$ cat src/rtl/vga_scanout.sv
// vga_scanout: 640x480@60 VGA timing that shows a 128x64 framebuffer 4x-scaled in the top-left corner.
// Optional macro VGA_BORDER_EN forces a white one-pixel border around the active area.
module vga_scanout #(
  parameter int H_ACTIVE    = 640,
  parameter int H_FP        = 16,
  parameter int H_SYNC      = 96,
  parameter int H_BP        = 48,
  parameter int V_ACTIVE    = 480,
  parameter int V_FP        = 10,
  parameter int V_SYNC      = 2,
  parameter int V_BP        = 33,
  parameter int IMG_W       = 128,
  parameter int IMG_H       = 64,
  parameter int SCALE_SHIFT = 2
) (
  input  logic        clk,
  input  logic        rst,
  output logic [12:0] vmem_addr,
  input  logic [23:0] vmem_data,
  output logic        hsync,
  output logic        vsync,
  output logic        de,
  output logic [23:0] rgb,
  output logic        frame_start
);
  localparam int H_TOTAL = H_ACTIVE + H_FP + H_SYNC + H_BP;
  localparam int V_TOTAL = V_ACTIVE + V_FP + V_SYNC + V_BP;
  localparam int HW = $clog2(H_TOTAL);
  localparam int VW = $clog2(V_TOTAL);
  localparam int CW = $clog2(IMG_W);
  localparam int RW = 13 - CW;
  logic [HW-1:0] h_cnt;
  logic [VW-1:0] v_cnt;
  logic act0, hit0, hs0, vs0, fs0, bd0;
  logic hs1, vs1, de1, hit1, fs1, bd1;
  always_comb begin
    act0 = h_cnt < HW'(H_ACTIVE) && v_cnt < VW'(V_ACTIVE);
    hit0 = !rst && act0 && (h_cnt >> SCALE_SHIFT) < HW'(IMG_W) && (v_cnt >> SCALE_SHIFT) < VW'(IMG_H);
    hs0 = !(h_cnt >= HW'(H_ACTIVE + H_FP) && h_cnt < HW'(H_ACTIVE + H_FP + H_SYNC));
    vs0 = !(v_cnt >= VW'(V_ACTIVE + V_FP) && v_cnt < VW'(V_ACTIVE + V_FP + V_SYNC));
    fs0 = h_cnt == '0 && v_cnt == '0;
    vmem_addr = hit0 ? {RW'(v_cnt >> SCALE_SHIFT), CW'(h_cnt >> SCALE_SHIFT)} : '0;
  end
`ifdef VGA_BORDER_EN
  assign bd0 = act0 && (h_cnt == '0 || h_cnt == HW'(H_ACTIVE - 1) || v_cnt == '0 || v_cnt == VW'(V_ACTIVE - 1));
`else
  assign bd0 = 1'b0;
`endif
  always_ff @(posedge clk) begin
    if (rst) begin
      h_cnt <= '0;
      v_cnt <= '0;
    end else if (h_cnt == HW'(H_TOTAL - 1)) begin
      h_cnt <= '0;
      v_cnt <= v_cnt == VW'(V_TOTAL - 1) ? '0 : v_cnt + 1'b1;
    end else begin
      h_cnt <= h_cnt + 1'b1;
    end
  end
  // stage 1 lines up with the memory read latency, stage 2 is the output register
  always_ff @(posedge clk) begin
    if (rst) begin
      hs1         <= 1'b1;
      vs1         <= 1'b1;
      de1         <= 1'b0;
      hit1        <= 1'b0;
      fs1         <= 1'b0;
      bd1         <= 1'b0;
      hsync       <= 1'b1;
      vsync       <= 1'b1;
      de          <= 1'b0;
      rgb         <= '0;
      frame_start <= 1'b0;
    end else begin
      hs1         <= hs0;
      vs1         <= vs0;
      de1         <= act0;
      hit1        <= hit0;
      fs1         <= fs0;
      bd1         <= bd0;
      hsync       <= hs1;
      vsync       <= vs1;
      de          <= de1;
      rgb         <= bd1 ? 24'hFFFFFF : hit1 ? vmem_data : '0;
      frame_start <= fs1;
    end
  end
endmodule

$ cat config.mk
export PLATFORM = sky130hd
export DESIGN_NAME = vga_scanout
export DESIGN_NICKNAME = d
export VERILOG_FILES = /design/src/rtl/vga_scanout.sv
export SDC_FILE = /design/constraint.sdc
export NUM_CORES = 1
export LEC_CHECK = 0
export CAP_MARGIN = 20
export CORE_MARGIN = 4
export CORE_UTILIZATION = 45
export CTS_BUF_LIST = sky130_fd_sc_hd__clkbuf_2 sky130_fd_sc_hd__clkbuf_4 sky130_fd_sc_hd__clkbuf_8
export DETAILED_ROUTE_END_ITERATION = 12
export PLACE_DENSITY = 0.79
export SKIP_CTS_REPAIR_TIMING = 1
export SYNTH_ARGS = -nofsm -noshare
export SYNTH_HDL_FRONTEND = slang
export SYNTH_SLANG_ARGS = --single-unit
$ cat constraint.sdc
create_clock -name clk -period 2.45 [get_ports clk]
set_input_delay 0.6125 -clock clk [delete_from_list [all_inputs] [get_ports clk]]
set_output_delay 0.6125 -clock clk [all_outputs]
set_load 0.02 [all_outputs]
== After elaboration in Yosys (flattened, before gate mapping) ==
Index checks and enable logic that the tools add are counted.

* Logic and storage cells: 41
* Flip-flop bits (word level): 53
* Input port bits: 26

* Reduce and logical (&&, ||, !) cells: 14
* Bitwise gates (word level): 1
* $add $sub $neg: 2
* Muxes and demuxes: 2
* Equal/unequal tests: 2
* $lt $le $gt $ge: 8

{| class="wikitable"
|+ Operators by type and width
! cell !! number
|-
| adder 10 x 1 -> 10 bit, second input constant || 2
|-
| equality test 10 bit, second input constant || 2
|-
| logical NOT 10 bit || 2
|-
| < comparator 10 bit, second input constant || 2
|-
| < comparator 10 x 9 -> 1 bit, second input constant || 2
|-
| two-way mux 13 bit || 1
|-
| >= comparator 10 bit, second input constant || 1
|-
| >= comparator 10 x 9 -> 1 bit, second input constant || 1
|-
| two-way mux 10 bit || 1
|-
| < comparator 8 x 7 -> 1 bit, second input constant || 1
|-
| < comparator 8 bit, second input constant || 1
|-
| logical AND 1 bit || 7
|-
| OR reduction 2 bit || 2
|-
| logical NOT 1 bit || 3
|-
| NOT 1 bit || 1
|}

== Longest topological paths before layout ==
Gate-level depths: netlist (run 1).

* Word-level depth: 6
* Gate-level depth with buffers: 6
* Depth with buffers taken out: 5

== Least setup slack after synthesis (run 1) ==
Ideal clock, no wire load.

* Path type: register -> register
* Start: register h_cnt[0]
* End: register v_cnt[9]
* Stages on the path, launching flop included: 7
* Arrival: 2029 ps
* Path slack: 351 ps
* Buffers on the path: 1
* Setup time: 71 ps
* Cells stage by stage: dfxtp_1 > ha_1 > nand4_1 > or4_1 > buf_2 > or4_1 > a21oi_1

* Longest elaborated chain between the ends: 1

{| class="wikitable"
|+ Ends and longest elaborated chain
! item !! RTL line !! source
|-
| from (decl) || 32 || <nowiki>logic [HW-1:0] h_cnt;</nowiki>
|-
| from (signal assigned) || 57 || <nowiki>h_cnt <= h_cnt + 1'b1;</nowiki>
|-
| equality test 10 bit || 53 || <nowiki>end else if (h_cnt == HW'(H_TOTAL - 1)) begin</nowiki>
|-
| to (signal assigned) || 55 || <nowiki>v_cnt <= v_cnt == VW'(V_TOTAL - 1) ? '0 : v_cnt + 1'b1;</nowiki>
|-
| to (decl) || 33 || <nowiki>logic [VW-1:0] v_cnt;</nowiki>
|}

Every way passes these cells.
A chain may end at the register's enable or synchronous reset.

== Final worst setup path (run 1) ==
* Start: input port rst
* End: output port vmem_addr[6]

* Longest elaborated chain between the ends: 5

{| class="wikitable"
|+ Ends and longest elaborated chain
! item !! RTL line !! source
|-
| from (decl) || 17 || <nowiki>input logic rst,</nowiki>
|-
| logical NOT 1 bit || 38 || <nowiki>hit0 = !rst && act0 && (h_cnt >> SCALE_SHIFT) < HW'(IMG_W) && (v_cnt >> SCALE_SHIFT) < VW'(IMG_H);</nowiki>
|-
| logical AND 1 bit (3 in a row) || 38 ||
|-
| two-way mux 13 bit || 42 || <nowiki>vmem_addr = hit0 ? {RW'(v_cnt >> SCALE_SHIFT), CW'(h_cnt >> SCALE_SHIFT)} : '0;</nowiki>
|-
| to (decl) || 18 || <nowiki>output logic [12:0] vmem_addr,</nowiki>
|}

Every way passes these cells.

==> impl_metrics.csv, run 1 <==
group,metric,value,unit
outcome,status,"finished, final reports clean",
power,cell_internal_pwr,1300,uW
power,p_leak,0.00116,uW
final_layout,num_antenna_cells,0,
sta,final.setup.tns,0,ns
placed_design,hpwl,3440,um
routing,post-route-drc-count,0,
placed_design,globalplace.congestion,0.865,
synthesis,synthFlopType,"dfxtp_1",
global_routing,gr-usage-met1,0.213,
routing,ant_nets,0,
sta,skew,0.00676,ns
power,p_sw_frac,0.210,
worst_setup_path,required,1.84,ns
clock_network,numClockSinks,53,
synthesis,synth_cell_types,34,
die,ios,67,
die,die_h,74.9,um
die,die_area,5610,um2
synthesis,synth_common_cells,"53 x dfxtp_1, 37 x and2_1, 16 x nor2_1, 12 x nand3_1, 10 x nand2_1",
synthesis,yosys_warnings,0,
worst_setup_path,critPathKind,"primary input to output pin",
final_layout,nets,316,
global_routing,top_usage_layer,"met2",
die,start_util,0.463,
job,max_cap_violations,0,
routing,routed_wirelength,4730,um
final_layout,area_delta_synth_final,42.5,%
clock_network,worstSkewPairLatency,0.30,ns
clock_network,clkSlewWorstSetupHoldPaths,0.09,ns
synthesis,yosysMostFrequentCell,"dfxtp_1",
sta,whs,0.422,ns
sta,maxSlewViolCount,0,
global_routing,overflow,0,
power,ir_drop,285,uV
global_routing,grt_use_met3,0.0374,
synthesis,synth_edf_count,0,
synthesis,avgSynthCellArea,9.59,um2
power,finalPower,1640,uW
die,die_w,74.9,um
power,clkPwrFrac,0.359,
final_layout,drive_gt1_frac,0.129,
sta,worst_pin_slew,0.477,ns
sta,setup-violations-final,0,
routing,wl_per_cell,14.0,um
synthesis,syn-cell-area,2010,um2
clock_network,cts_buffers,5,
global_routing,grt_pass1_vias,1632,
routing,first_pass_iters,4,
synthesis,synth-seq-area-share,0.527,
final_layout,fillers,371,
routing,drt_iter0_markers,55,
die,core,4350,um2
power,combPwrFrac,0.096,
synthesis,syn-num-nets,240,
worst_setup_path,crit_fanout,5,
synthesis,synth_top_area_cell,"dfxtp_1",
sta,final_hold_viol_count,0,
sta,relSlewSlack,0.682,
synthesis,synthArstFlopShare,0,
clock_network,ctsRootBufferMaster,"clkbuf_8",
worst_setup_path,cp-end-kind,"output pin",
global_routing,antenna_found_initial,0,
sta,min_period_over_period,0.915,
synthesis,synth_top_cell_area_share,0.527,
power,pwr-share-seq,0.545,
hold_path,hold_path_class,"flip-flop to flip-flop",
clock_network,cts_tree,"built",
global_routing,grt_first_pass_wirelength,7470,um
clock_network,max-clock-path-buffers,2,
synthesis,synthTopCellsByArea,"dfxtp_1 53%, and2_1 11%, xnor2_1 3.0%",
power,p_per_area,571,nW/um2
worst_setup_path,cp-start-kind,"primary input",
routing,viasPerCell,5.10,
placed_design,port_buffers,66,
placed_design,dpl.cell_count,329,
final_layout,finalNonFillerCells,339,
worst_setup_path,path_cells,"dlymetal6s2s_1 > nor4_4 > buf_2 > and2_1 > clkbuf_2",
synthesis,ys_ff_latch,53,
worst_setup_path,critPathArrivalTime,1.63,ns
clock_network,h-tree-depth,2,
worst_setup_path,cp_slowest_cell,"nor4_4",
synthesis,synthCells,210,
worst_setup_path,critPathMaxStageDelay,0.33,ns
global_routing,gr-usage-met2,0.287,
power,p_sw,345,uW
global_routing,track_usage,0.174,
global_routing,grt_max_degree,25,
sta,fmax,0.446,GHz
sta,period_needed,2.24,ns
sta,rsz0062_at_grt,"false",
routing,vias,1728,
die,rows,24,
## critical path: cells and delay by family
family,cells,cell delay (ns)
and+or+nand+nor,2,0.47
buffers and inverters,3,0.56
## cell families after synthesis
kind of cell             share of synthesized area
AO/OA/AOI/OAI                               0.0404
XOR/XNOR                                    0.0478
adder cells (fa/ha/maj)                     0.0248
buffers and inverters                       0.0397
flip-flops                                   0.527
AND/OR/NAND/NOR                              0.321
## per-layer routing
metal  part of all wire  vias to the layer above
li1                   -                      860
met1               0.41                      786
met2               0.48                       78
met3              0.099                        4
met4              0.015                        0
met5                  0                        -
## area by class of cell
class | instances | area, um2 | share of cell area
clock buffers | 6 | 76.3 | 0.0266
flip-flops and latches | 53 | 1060 | 0.370
inverters | 6 | 22.5 | 0.00784
repair buffers | 79 | 719 | 0.251
well taps | 52 | 65.1 | 0.0227
clock inverters | 2 | 38.8 | 0.0135
multi-input cells | 141 | 888 | 0.309
## sequential cells by signal, summed over array words and instances (netlist names)
signal and flops:
hit1 1, rgb 24, v_cnt 10, de 1
hsync 1, fs1 1, hs1 1, vs1 1
de1 1, h_cnt 10, frame_start 1, vsync 1
## worst paths after layout
path / start / cells after the start / slack [ns] / endpoint
max: rst / 5 / 0.21 / vmem_addr[6]
min: hs1$_SDFF_PP1_ / 1 / 0.42 / hsync$_SDFF_PP1_
max reg2reg: h_cnt[0]$_SDFF_PP0_ / 5 / 0.22 / v_cnt[9]$_SDFFE_PP0P_
min reg2reg: hs1$_SDFF_PP1_ / 1 / 0.42 / hsync$_SDFF_PP1_
## power groups by stage
stage / Clock, uW / Combinational, uW / Sequential, uW
final: 588 / 157 / 895
after detailed placement: 0 / 154 / 916
after global placement: 0 / 151 / 915
after floorplan: 0 / 39.9 / 938
after global routing: 630 / 171 / 898
after CTS: 610 / 156 / 895
## layout by cell type, fill, tap and decap left out, drive strengths merged, types with 2 or more instances in the layout
cell,netlist,routed
a21oi,7,7
and2,37,37
buf,5,14
clkbuf,5,15
clkdlybuf4s50,0,52
dfxtp,53,53
dlymetal6s2s,0,4
ha,4,4
inv,6,6
nand2,10,10
nand3,12,12
nand4,5,5
nor2,16,16
nor2b,3,3
nor3,3,3
nor4,6,6
o21ai,3,3
o31ai,2,2
or2,2,2
or3,6,6
or4,5,5
xnor2,7,7
xor2,4,4
## metrics by stage
| stage | setup WS, ns | utilization | area [um2] |
|---|---|---|---|
| final | 0.209 | 0.659 | 2870 |
| after global routing | 0.119 | 0.659 | 2870 |
| after CTS | -0.408 | 0.663 | 2890 |
| after detailed placement | -0.391 | 0.636 | 2770 |
| after global placement | -0.378 | 0.636 | 2770 |
| after floorplan | 0.351 | - | 2010 |
Power figures use the tool's default switching activity.
==> run 2: changes to the inputs <==
Settings changed: TNS_END_PERCENT from default to 100.
Clock period 2.45 ns to 2.4 ns, I/O delays scaled along.
==> impl_metrics.csv, run 2 (synthesis gave the netlist of run 1 again) <==
group,metric,value,unit
power,p_per_area,574,nW/um2
routing,wl_per_cell,13.7,um
final_layout,seqCellArea,1060,um2
routing,post-route-drc-count,0,
die,die_w,74.9,um
worst_setup_path,reg2reg_to,"v_cnt[9]$_SDFFE_PP0P_",
routing,vias,1753,
sta,maxSlewViolCount,0,
placed_design,globalplace.congestion,0.858,
worst_setup_path,cp-start-kind,"flip-flop",
sta,period_needed,2.17,ns
clock_network,numClockSinks,53,
routing,viasPerCell,5.13,
routing,routed_wirelength,4680,um
sta,final.setup.tns,0,ns
outcome,status,"finished, final reports clean",
sta,worst_pin_slew,0.457,ns
die,ios,67,
global_routing,grt_pass1_vias,1572,
final_layout,mostFrequentLayoutCells,"53 x dfxtp_1, 52 x clkdlybuf4s50_1, 37 x and2_1",
final_layout,num_antenna_cells,0,
final_layout,largest_reg_flops,24,
worst_setup_path,crit_fanout,8,
final_layout,largest_register,"rgb",
global_routing,grt_first_pass_wirelength,7120,um
final_layout,fillers,347,
die,rows,24,
hold_path,hold_depth,1,
sta,min_period_over_period,0.905,
die,start_util,0.463,
final_layout,area_delta_synth_final,43.4,%
global_routing,track_usage,0.168,
clock_network,worstSkewPairLatency,0.31,ns
placed_design,dp_slack,-0.420,ns
final_layout,drive_gt1_frac,0.148,
clock_network,ctsRootBufferMaster,"clkbuf_8",
final_layout,final_common_cell,"dfxtp_1",
die,core,4350,um2
routing,drt_iter0_markers,54,
worst_setup_path,cp-end-kind,"flip-flop",
power,p_leak,0.00113,uW
worst_setup_path,ff2ff_setup_slack,0.23,ns
clock_network,cts_buffers,5,
sta,final_hold_viol_count,0,
hold_path,hold_path_class,"flip-flop to flip-flop",
sta,whs,0.417,ns
sta,timing.final.ws_setup,0.227,ns
job,max_cap_violations,0,
hold_path,min_to,"hsync$_SDFF_PP1_",
hold_path,worstHoldStart,"hs1$_SDFF_PP1_",
die,die_h,74.9,um
sta,fmax,0.460,GHz
worst_setup_path,critPathKind,"flip-flop to flip-flop",
placed_design,hpwl,3440,um
clock_network,max-clock-path-buffers,2,
worst_setup_path,required,2.65,ns
routing,first_pass_iters,4,
worst_setup_path,critPathArrivalTime,2.42,ns
power,ir_drop,228,uV
clock_network,h-tree-depth,2,
sta,skew,0.0123,ns
worst_setup_path,ff2ff_path_depth,5,
global_routing,antenna_found_initial,0,
routing,ant_nets,0,
sta,relSlewSlack,0.695,
final_layout,multi_input_area,888,um2
clock_network,clkSlewWorstSetupHoldPaths,0.10,ns
global_routing,grt_max_degree,25,
placed_design,port_buffers,66,
final_layout,nets,320,
sta,rsz0062_at_grt,"false",
die,die_area,5610,um2
clock_network,cts_tree,"built",
worst_setup_path,rr_startpoint,"h_cnt[0]$_SDFF_PP0_",
sta,setup-violations-final,0,
final_layout,reg.largest.list,"rgb x24, h_cnt x10, v_cnt x10",
global_routing,overflow,0,
-- run 2: changes by cell type in the layout (fill, tap and decap cells not counted) --
| cell | previous run | this run |
|---|---|---|
| dlymetal6s2s_1 | 4 | 1 |
| clkinv_2 | 0 | 1 |
| buf_6 | 1 | 0 |
| clkbuf_4 | 1 | 0 |
| clkbuf_2 | 9 | 4 |
| buf_4 | 11 | 26 |
| buf_2 | 2 | 0 |
| clkinv_4 | 1 | 0 |
-- run 2: power by group --
| group | internal [uW] | total (uW) | leakage, uW | switching, uW |
|---|---|---|---|---|
| Sequential | 905 | 914 | 0.000433 | 9.57 |
| Clock | 303 | 582 | 0.0000540 | 278 |
| Combinational | 93.7 | 161 | 0.000647 | 67.4 |
| Total | 1300 | 1660 | 0.00113 | 355 |
-- run 2: cell type report --
class / count / share of cell area
flip-flops and latches: 53 / 0.367
clock buffers: 5 / 0.0238
well taps: 52 / 0.0225
repair buffers: 83 / 0.259
clock inverters: 2 / 0.0121
inverters: 6 / 0.00780
multi-input cells: 141 / 0.307
-- run 2: worst max-delay path, stage by stage, from the launching register on --
cell	delay, ns
dfxtp_1	0.40
ha_1	0.19
nand4_1	0.17
or4_1	0.69
or4_1	0.52
a21oi_1	0.15
-- run 2: worst max-delay path by stage --
stage | startpoint | to | slack [ns]
after floorplan | h_cnt[0]$_SDFF_PP0_ | v_cnt[9]$_SDFFE_PP0P_ | 0.30
after global placement | rst | vmem_addr[3] | -0.40
after detailed placement | rst | vmem_addr[3] | -0.42
after CTS | rst | vmem_addr[3] | -0.43
after global routing | h_cnt[0]$_SDFF_PP0_ | v_cnt[9]$_SDFFE_PP0P_ | 0.12
final | h_cnt[0]$_SDFF_PP0_ | v_cnt[9]$_SDFFE_PP0P_ | 0.23
-- run 2: per-stage QoR --
stage                     total power [uW]  utilization  area, um2  cells
after CTS                             1670        0.667       2910    340
after global placement                1090        0.643       2800    333
final                                 1660        0.664       2890    342
after global routing                  1710        0.664       2890    342
after detailed placement              1090        0.643       2800    333
after floorplan                        998            -       2010    210
-- run 2: layer usage --
metal | wire length (um) | vias up | track usage
li1 | - | 862 | -
met1 | 1950 | 789 | 0.201
met2 | 2140 | 92 | 0.279
met3 | 493 | 10 | 0.0441
met4 | 94 | 0 | 0.0771
met5 | 0 | - | 0
==> run 3: changes to the inputs <==
Settings changed: PLACE_DENSITY 0.79 to 0.86, TNS_END_PERCENT 100 to default.
==> impl_metrics.csv, run 3 (synthesis gave the netlist of run 1 again) <==
group,metric,value,unit
die,start_util,0.463,
power,cell_internal_pwr,1220,uW
hold_path,hold_path_class,"flip-flop to flip-flop",
sta,worst_pin_slew,0.438,ns
final_layout,utilization,0.678,
global_routing,grt_first_pass_wirelength,7290,um
sta,whs,0.418,ns
routing,ant_nets,0,
placed_design,globalplace.congestion,0.812,
power,pwr-share-seq,0.581,
final_layout,reg.largest.list,"rgb x24, h_cnt x10, v_cnt x10",
routing,viasPerCell,5.12,
final_layout,nets,321,
global_routing,overflow,0,
routing,wl_per_cell,13.8,um
sta,period_needed,2.29,ns
die,core,4350,um2
clock_network,numClockSinks,53,
sta,skew,0.00843,ns
job,max_cap_violations,0,
power,ir_drop,469,uV
final_layout,largest_reg_flops,24,
routing,drt_iter0_markers,68,
final_layout,drive_gt1_frac,0.113,
global_routing,grt_max_degree,25,
routing,vias,1761,
final_layout,seqCellArea,1060,um2
worst_setup_path,required,1.80,ns
final_layout,largest_register,"rgb",
final_layout,fillers,342,
routing,first_pass_iters,4,
power,combPwrFrac,0.104,
die,die_w,74.9,um
clock_network,h-tree-depth,2,
power,finalPower,1570,uW
die,die_area,5610,um2
power,p_sw,355,uW
sta,fmax,0.437,GHz
final_layout,mostFrequentLayoutCells,"53 x dfxtp_1, 52 x clkdlybuf4s50_1, 37 x and2_1",
power,p_leak,0.00133,uW
sta,min_period_over_period,0.954,
clock_network,cts_tree,"built",
clock_network,cts_buffers,5,
power,p_per_area,533,nW/um2
global_routing,grt_pass1_vias,1599,
sta,relSlewSlack,0.706,
outcome,status,"finished, final reports clean",
worst_setup_path,crit_fanout,5,
worst_setup_path,critPathArrivalTime,1.69,ns
clock_network,clkSlewWorstSetupHoldPaths,0.09,ns
sta,rsz0062_at_grt,"false",
die,rows,24,
placed_design,port_buffers,66,
final_layout,num_antenna_cells,0,
die,ios,67,
power,p_sw_frac,0.226,
sta,final_hold_viol_count,0,
clock_network,max-clock-path-buffers,2,
die,die_h,74.9,um
worst_setup_path,cp-end-kind,"output pin",
final_layout,multi_input_area,888,um2
worst_setup_path,critPathKind,"primary input to output pin",
routing,routed_wirelength,4760,um
clock_network,worstSkewPairLatency,0.30,ns
placed_design,hpwl,3480,um
final_layout,area_delta_synth_final,46.5,%
sta,final.setup.tns,0,ns
routing,post-route-drc-count,0,
global_routing,antenna_found_initial,0,
sta,setup-violations-final,0,
global_routing,track_usage,0.171,
worst_setup_path,cp-start-kind,"primary input",
final_layout,final_common_cell,"dfxtp_1",
power,clkPwrFrac,0.315,
sta,maxSlewViolCount,0,
clock_network,ctsRootBufferMaster,"clkbuf_8",
[run 3: per-stage QoR]
stage / instance area [um2] / setup slack (ns) / std cells
2_1_floorplan: 2010 / 0.301 / 210
3_3_place_gp: 2800 / -0.439 / 333
3_5_place_dp: 2800 / -0.486 / 333
4_1_cts: 2890 / -0.486 / 341
5_1_grt: 2950 / 0.0491 / 344
6_report: 2950 / 0.111 / 344
[run 3: critical path: stages]
cell,delay [ns]
dlymetal6s2s_1,0.16
nor4_4,0.27
buf_4,0.16
buf_2,0.14
and2_1,0.13
dlymetal6s2s_1,0.22
[run 3: metal layers]
metal	share of wire	wire length [um]	track usage
met1	0.42	2000	0.212
met2	0.45	2140	0.287
met3	0.11	544	0.0507
met4	0.015	72	0.0534
met5	0	0	0
[run 3: cell type report]
type / instances / area share
sequential: 53 / 0.359
tap: 52 / 0.0220
clock buffer: 6 / 0.0259
inverter: 6 / 0.00763
multi-input combinational: 141 / 0.301
timing repair buffer: 84 / 0.279
clock inverter: 2 / 0.00509
[run 3: power groups by stage]
| stage | registers, uW | clock network [uW] | logic [uW] |
|---|---|---|---|
| finish | 914 | 495 | 164 |
| global route | 916 | 536 | 179 |
| CTS | 914 | 508 | 160 |
| detailed placement | 935 | 0 | 159 |
| global placement | 934 | 0 | 155 |
| floorplan | 957 | 0 | 40.8 |
[run 3: path summary, 6_finish.rpt]
check,from,to,slack [ns],cells after the start
worst min register to register,hs1$_SDFF_PP1_,hsync$_SDFF_PP1_,0.42,1
worst max-delay path,rst,vmem_addr[6],0.11,6
worst max register to register,h_cnt[0]$_SDFF_PP0_,v_cnt[9]$_SDFFE_PP0P_,0.25,5
worst min-delay path,hs1$_SDFF_PP1_,hsync$_SDFF_PP1_,0.42,1
